File: src/rtl/sumador_serie_4bits_pkg.sv
// Shared definitions for the bit-serial adder family.
//   - estado_t  : control states of the serial adder (REPOSO, SUMANDO, FIN)
//   - ANCHO_DEF : default operand/result width
package sumador_defs;

    localparam int ANCHO_DEF = 4;

    typedef enum logic [1:0] {
        REPOSO  = 2'd0,
        SUMANDO = 2'd1,
        FIN     = 2'd2
    } estado_t;

endpackage : sumador_defs

File: src/rtl/sumador_serie_4bits_celda.sv
// One-bit full adder cell, reusable by serial and ripple adder/subtractors.
// Ports:
//   a, b  : operand bits
//   cin   : carry in
//   s     : sum bit
//   cout  : carry out
module celda_sumador_completo (
    input  logic a,
    input  logic b,
    input  logic cin,
    output logic s,
    output logic cout
);

    assign s    = a ^ b ^ cin;
    assign cout = (a & b) | (cin & (a ^ b));

endmodule : celda_sumador_completo

File: src/rtl/sumador_serie_4bits.sv
// Bit-serial adder: captures X and Y on an accepted start, adds them LSB
// first through one full-adder cell and a carry flip-flop, then publishes
// R = (X+Y) mod 2^ANCHO and CarriSalida with a one-cycle listo pulse.
// Optional macro SUMADOR_RESTA_EN adds input modo; modo=1 computes X-Y and
// CarriSalida then reports borrow (1 when X<Y).
// Ports:
//   clk, rst_n   : clock, asynchronous active-low reset
//   inicio       : start request, only honoured in REPOSO
//   X, Y         : operands (ANCHO bits), captured on acceptance
//   modo         : (SUMADOR_RESTA_EN only) 0 = add, 1 = subtract
//   ocupado      : high from the cycle after acceptance until listo drops
//   listo        : one-cycle done pulse
//   R            : result, held until the next completion
//   CarriSalida  : carry-out (or borrow in subtract mode), held with R
module sumador_serie_4bits
    import sumador_defs::*;
#(
    parameter int ANCHO = ANCHO_DEF
) (
    input  logic             clk,
    input  logic             rst_n,
    input  logic             inicio,
    input  logic [ANCHO-1:0] X,
    input  logic [ANCHO-1:0] Y,
`ifdef SUMADOR_RESTA_EN
    input  logic             modo,
`endif
    output logic             ocupado,
    output logic             listo,
    output logic [ANCHO-1:0] R,
    output logic             CarriSalida
);

    localparam int CW = $clog2(ANCHO) + 1;

    estado_t          estado_r;
    estado_t          estado_sig_s;
    logic [ANCHO-1:0] sh_x_r;
    logic [ANCHO-1:0] sh_y_r;
    logic [ANCHO-1:0] sh_res_r;
    logic [ANCHO-1:0] res_sig_s;
    logic [ANCHO-1:0] r_r;
    logic [CW-1:0]    cuenta_r;
    logic             carry_r;
    logic             carri_salida_r;
    logic             ocupado_r;
    logic             listo_r;
    logic             suma_bit_s;
    logic             cout_s;
    logic             ultimo_s;
    logic             modo_ent_s;

`ifdef SUMADOR_RESTA_EN
    logic modo_r;

    assign modo_ent_s = modo;

    // Subtract mode is latched with the operands so later changes on modo are harmless.
    always_ff @(posedge clk or negedge rst_n) begin
        if (!rst_n) begin
            modo_r <= 1'b0;
        end else if (estado_r == REPOSO && inicio) begin
            modo_r <= modo;
        end else begin
            modo_r <= modo_r;
        end
    end
`else
    localparam logic modo_r = 1'b0;

    assign modo_ent_s = 1'b0;
`endif

    celda_sumador_completo u_celda (
        .a    (sh_x_r[0]),
        .b    (sh_y_r[0]),
        .cin  (carry_r),
        .s    (suma_bit_s),
        .cout (cout_s)
    );

    assign ultimo_s = (cuenta_r == CW'(ANCHO - 1));
    // New sum bit enters at the MSB; after ANCHO shifts the first bit sits at the LSB.
    assign res_sig_s = (sh_res_r >> 1'b1) | {suma_bit_s, {(ANCHO-1){1'b0}}};

    // Next-state logic of the control FSM.
    always_comb begin
        estado_sig_s = estado_r;
        case (estado_r)
            REPOSO: begin
                if (inicio) begin
                    estado_sig_s = SUMANDO;
                end else begin
                    estado_sig_s = REPOSO;
                end
            end
            SUMANDO: begin
                if (ultimo_s) begin
                    estado_sig_s = FIN;
                end else begin
                    estado_sig_s = SUMANDO;
                end
            end
            FIN:     estado_sig_s = REPOSO;
            default: estado_sig_s = REPOSO;
        endcase
    end

    // State register.
    always_ff @(posedge clk or negedge rst_n) begin
        if (!rst_n) begin
            estado_r <= REPOSO;
        end else begin
            estado_r <= estado_sig_s;
        end
    end

    // Serial datapath: operand shifters, carry FF, bit counter and result capture.
    always_ff @(posedge clk or negedge rst_n) begin
        if (!rst_n) begin
            sh_x_r         <= '0;
            sh_y_r         <= '0;
            sh_res_r       <= '0;
            r_r            <= '0;
            cuenta_r       <= '0;
            carry_r        <= 1'b0;
            carri_salida_r <= 1'b0;
        end else begin
            case (estado_r)
                REPOSO: begin
                    if (inicio) begin
                        // Subtraction is X + ~Y with carry-in 1.
                        sh_x_r   <= X;
                        sh_y_r   <= modo_ent_s ? ~Y : Y;
                        carry_r  <= modo_ent_s;
                        cuenta_r <= '0;
                        sh_res_r <= '0;
                    end else begin
                        sh_x_r <= sh_x_r;
                    end
                end
                SUMANDO: begin
                    sh_x_r   <= sh_x_r >> 1'b1;
                    sh_y_r   <= sh_y_r >> 1'b1;
                    sh_res_r <= res_sig_s;
                    carry_r  <= cout_s;
                    cuenta_r <= cuenta_r + CW'(1);
                    if (ultimo_s) begin
                        r_r            <= res_sig_s;
                        // In subtract mode a missing carry means a borrow.
                        carri_salida_r <= cout_s ^ modo_r;
                    end else begin
                        r_r <= r_r;
                    end
                end
                default: begin
                    sh_x_r <= sh_x_r;
                end
            endcase
        end
    end

    // Status outputs: listo follows FIN by one edge, ocupado covers the listo cycle too.
    always_ff @(posedge clk or negedge rst_n) begin
        if (!rst_n) begin
            ocupado_r <= 1'b0;
            listo_r   <= 1'b0;
        end else begin
            ocupado_r <= (estado_sig_s != REPOSO) || (estado_r == FIN);
            listo_r   <= (estado_r == FIN);
        end
    end

    assign ocupado     = ocupado_r;
    assign listo       = listo_r;
    assign R           = r_r;
    assign CarriSalida = carri_salida_r;

endmodule : sumador_serie_4bits
File: config.mk
export PLATFORM = sky130hd
export DESIGN_NAME = sumador_serie_4bits
export DESIGN_NICKNAME = d
export VERILOG_FILES = /design/src/rtl/sumador_serie_4bits_pkg.sv /design/src/rtl/sumador_serie_4bits_celda.sv /design/src/rtl/sumador_serie_4bits.sv
export SDC_FILE = /design/constraint.sdc
export NUM_CORES = 1
export LEC_CHECK = 0
export CELL_PAD_IN_SITES_DETAIL_PLACEMENT = 0
export CELL_PAD_IN_SITES_GLOBAL_PLACEMENT = 1
export CORE_AREA = 2 2 57 59
export CTS_BUF_LIST = sky130_fd_sc_hd__clkbuf_4 sky130_fd_sc_hd__clkbuf_8 sky130_fd_sc_hd__clkbuf_16
export DETAILED_ROUTE_END_ITERATION = 8
export DIE_AREA = 0 0 59 61
export GPL_TIMING_DRIVEN = 1
export PLACE_DENSITY_LB_ADDON = 0.1
export RECOVER_POWER = 50
export SLEW_MARGIN = 10
export SYNTH_ARGS = -nofsm -noshare
export SYNTH_HDL_FRONTEND = slang
export SYNTH_SLANG_ARGS = --single-unit
File: constraint.sdc
create_clock -name clk -period 1.9 [get_ports clk]
set_clock_uncertainty 0.1 [all_clocks]
set_input_delay 0.19 -clock clk [delete_from_list [all_inputs] [get_ports clk]]
set_output_delay 0.19 -clock clk [all_outputs]
set_load 0.03 [all_outputs]
==> impl_metrics.csv, run 1 <==
group,metric,value,unit
setup_path,end_kind,"output port",
cells_and_area,layout-drive-gt1-share,0.1495,
synth,syn_nets,102,
clock_tree,cts_inserted_buffers,3,
floorplanning,coreArea,2953,µm²
worst_hold_path,hold_path.class,"register to register",
sta,fin_crit,1.641,ns
drt,wl,2.009,mm
setup_path,r2r_start,"estado_r[0]$_DFF_PN0_",
sta,rsz0062_at_grt,"false",
outcome,outcome,"complete, no violations",
drt,drt_iter0_drc,34,
global_routing,gr-total-overflow,0,
setup_path,cp.arrival,1.35,ns
clock_tree,clock-root-buffer,"clkbuf_4",
clock_tree,post-cts-setup-buffer-count,0,
placement,dp_hpwl,1.419,mm
setup_path,required,1.61,ns
cells_and_area,nets,122,
floorplanning,initial_utilization,0.3873,
cells_and_area,area_delta_synth_final,19.69,%
power,pwr_density_cell,1581,nW/µm²
clock_tree,cts_resized,0,
cells_and_area,final_area,1369,µm²
synth,ys_warn_count,0,
global_routing,grt-busiest-layer,"met1",
sta,tightestPinTransition,1.292,ns
synth,syn-cell-area,1144,µm²
floorplanning,io_pins,18,
global_routing,met1_usage,0.1925,
worst_hold_path,whs_path_depth,1,
global_routing,grt_antenna_before_repair,0,
setup_path,cp-start-kind,"register",
setup_path,crit_buf_inv,1,
setup_path,rr_worst_depth,3,
cells_and_area,utilization,0.4636,
global_routing,grt_pass1_vias,691,
setup_path,slowest_delay,0.67,ns
sta,finalSetupTns,0,ns
drt,remaining_drc_errors,0,
drt,wire_per_inst,14.35,µm
sta,max_clock_freq,0.6094,GHz
synth,ys.flop_type,"dfrtp_1",
sta,final-hold-violation-count,0,
sta,fin_ws,0.2592,ns
cells_and_area,n_antenna_cell,0,
clock_tree,clkTransAtPathRegs,0.14,ns
setup_path,r2r-end,"sh_y_r[2]$_DFFE_PN0P_",
drt,dr.pass1.iters,4,
clock_tree,clkLatencyLatePin,0.31,ns
placement,place_congestion,0.7046,
setup_path,critical_path.max_fanout,2,
placement,post-place-cells,136,
synth,synth_cell_type_count,31,
drt,post_drt_via_cell_ratio,5.229,
floorplanning,die_x,59,µm
synth,synthArstFlopShare,1.000,
clock_tree,ctsHoldBuffers,0,
global_routing,grtUsageMet2,0.1841,
placement,io_buffers,17,
cells_and_area,instances_no_fill,140,
sta,final_max_slew_viol_count,0,
power,ir_worst_vdd,0.4518,mV
sta,post-route-period-util,0.8636,
placement,placed_area,1340,µm²
worst_hold_path,hold_end,"sh_y_r[3]$_DFFE_PN0P_",
synth,synth.avg_cell_area,13.00,µm²
sta,slew_headroom,0.1387,
setup_path,reg2reg_slack,0.29,ns
drt,dr_total_vias,732,
clock_tree,cts.path.max_buffers,2,
global_routing,grt_use_met3,0.02559,
drt,postRouteAntennaNets,0,
floorplanning,die_area,3599,µm²
synth,synth_edf_count,0,
clock_tree,cts.sinks,24,
run,max_cap_viol_count,0,
clock_tree,htreeDepth,1,
clock_tree,cts_tree,"yes",
setup_path,path_cells,"clkdlybuf4s50_1",
global_routing,track_usage,0.1315,
worst_hold_path,min_from,"sh_y_r[3]$_DFFE_PN0P_",
global_routing,grt_max_degree,25,
setup_path,critPathSlowestCell,"clkdlybuf4s50_1",
sta,setup_violations,0,
placement,dp_slack,0.2175,ns
floorplanning,die-height,61,µm
floorplanning,row_count,20,
setup_path,critical_path_class,"register to output port",
power,power.leakage,0.6277,nW
synth,ys_seq_elements,24,
synth,synthCells,88,
global_routing,grt_pass1_wl,3.415,mm
synth,seq_area_frac_synth,0.5252,
setup_path,cp_top_family,"buffers and inverters",
[cell type report]
type | count | area [µm²]
fillers | 282 | 1584
flip-flops and latches | 24 | 600.6
multi-input cells | 46 | 452.9
repair buffers | 21 | 192.7
inverters | 12 | 45.04
well taps | 33 | 41.29
clock buffers | 4 | 36.28
[per-layer routing]
| metal | vias up | wire length [µm] | share of wire |
|---|---|---|---|
| met3 | 2 | 70 | 0.035 |
| met2 | 15 | 862 | 0.43 |
| met1 | 365 | 1061 | 0.53 |
| met5 | - | 0 | 0 |
| met4 | 0 | 15 | 0.0075 |
| li1 | 350 | - | - |
[logic make-up (layout without fill, tap and decap cells)]
logic type,count (synthesis),count (layout),synth area share
flip-flops,24,24,0.5252
AND/OR/NAND/NOR,19,19,0.1543
AO/OA/AOI/OAI,18,18,0.1466
buffers and inverters,18,37,0.07877
multiplexers,6,6,0.05580
adder cells (fa/ha/maj),3,3,0.03938
[synth_stat cells, types with 2 or more instances]
| cell type | instances | area share |
|---|---|---|
| dfrtp_1 | 24 | 0.53 |
| inv_1 | 12 | 0.039 |
| nor4b_1 | 4 | 0.031 |
| a211oi_2 | 3 | 0.033 |
| a22o_1 | 3 | 0.023 |
| buf_2 | 3 | 0.013 |
| mux2_1 | 3 | 0.030 |
| mux2i_1 | 3 | 0.026 |
| nand2b_1 | 3 | 0.016 |
| nor3b_1 | 3 | 0.020 |
| a21oi_1 | 2 | 0.0088 |
| a221oi_2 | 2 | 0.026 |
| buf_6 | 2 | 0.020 |
| ha_1 | 2 | 0.022 |
| nor4b_2 | 2 | 0.026 |
| o22ai_1 | 2 | 0.011 |
[worst max-delay path by stage]
stage | from | to | depth (start not counted)
2_1_floorplan | cuenta_r[0]$_DFFE_PN0P_ | R[0]$_DFFE_PN0P_ | 4
5_1_grt | rst_n | sh_y_r[3]$_DFFE_PN0P_ | 2
3_3_place_gp | inicio | sh_x_r[0]$_DFFE_PN0P_ | 4
4_1_cts | R[3]$_DFFE_PN0P_ | R[3] | 1
6_report | R[3]$_DFFE_PN0P_ | R[3] | 1
3_5_place_dp | inicio | sh_x_r[0]$_DFFE_PN0P_ | 4
[sequential cells by signal, indices dropped and copies added, names as in the netlist]
register     count
cuenta_r         3
listo            1
carry_r          1
sh_res_r         3
ocupado          1
sh_y_r           4
sh_x_r           4
R                4
estado_r         2
CarriSalida      1
[cell usage in the layout (no fill, tap or decap), drive strengths merged]
cell,n
nand2b,3
nand3b,1
nor4bb,1
o21bai,1
o311ai,1
nor2b,2
nor3,1
o22ai,2
o21ba,1
ha,2
dfrtp,24
buf,2
o2bb2ai,1
nand2,1
a22o,3
a221oi,3
clkbuf,6
mux2i,3
nor3b,3
a21oi,2
fa,1
nand4bb,1
a211oi,3
clkdlybuf4s50,15
inv,12
a21o,1
mux2,3
dlygate4sd3,2
nor4b,6
[power breakdown]
part | internal (W) | switching [W] | leakage (nW)
combinational | 0.000483 | 0.000550 | 0.310
clock | 0.000117 | 0.000154 | 0.0210
sequential | 0.000732 | 0.000127 | 0.297
total | 0.00133 | 0.000832 | 0.628
[metrics by stage]
step	power [W]	hold slack (ns)
floorplan	0.001647	-0.2056
detailed placement	0.001930	0.3728
global placement	0.001912	0.3674
global route	0.002331	0.4119
CTS	0.002199	0.1250
finish	0.002163	0.3954
Power figures use the tool's default switching activity.
==> run 2: changes to the inputs <==
- SLEW_MARGIN: 10 -> 40
==> results of run 2 <==
No change in the layout: final DEF, timing and power equal those of run 1.
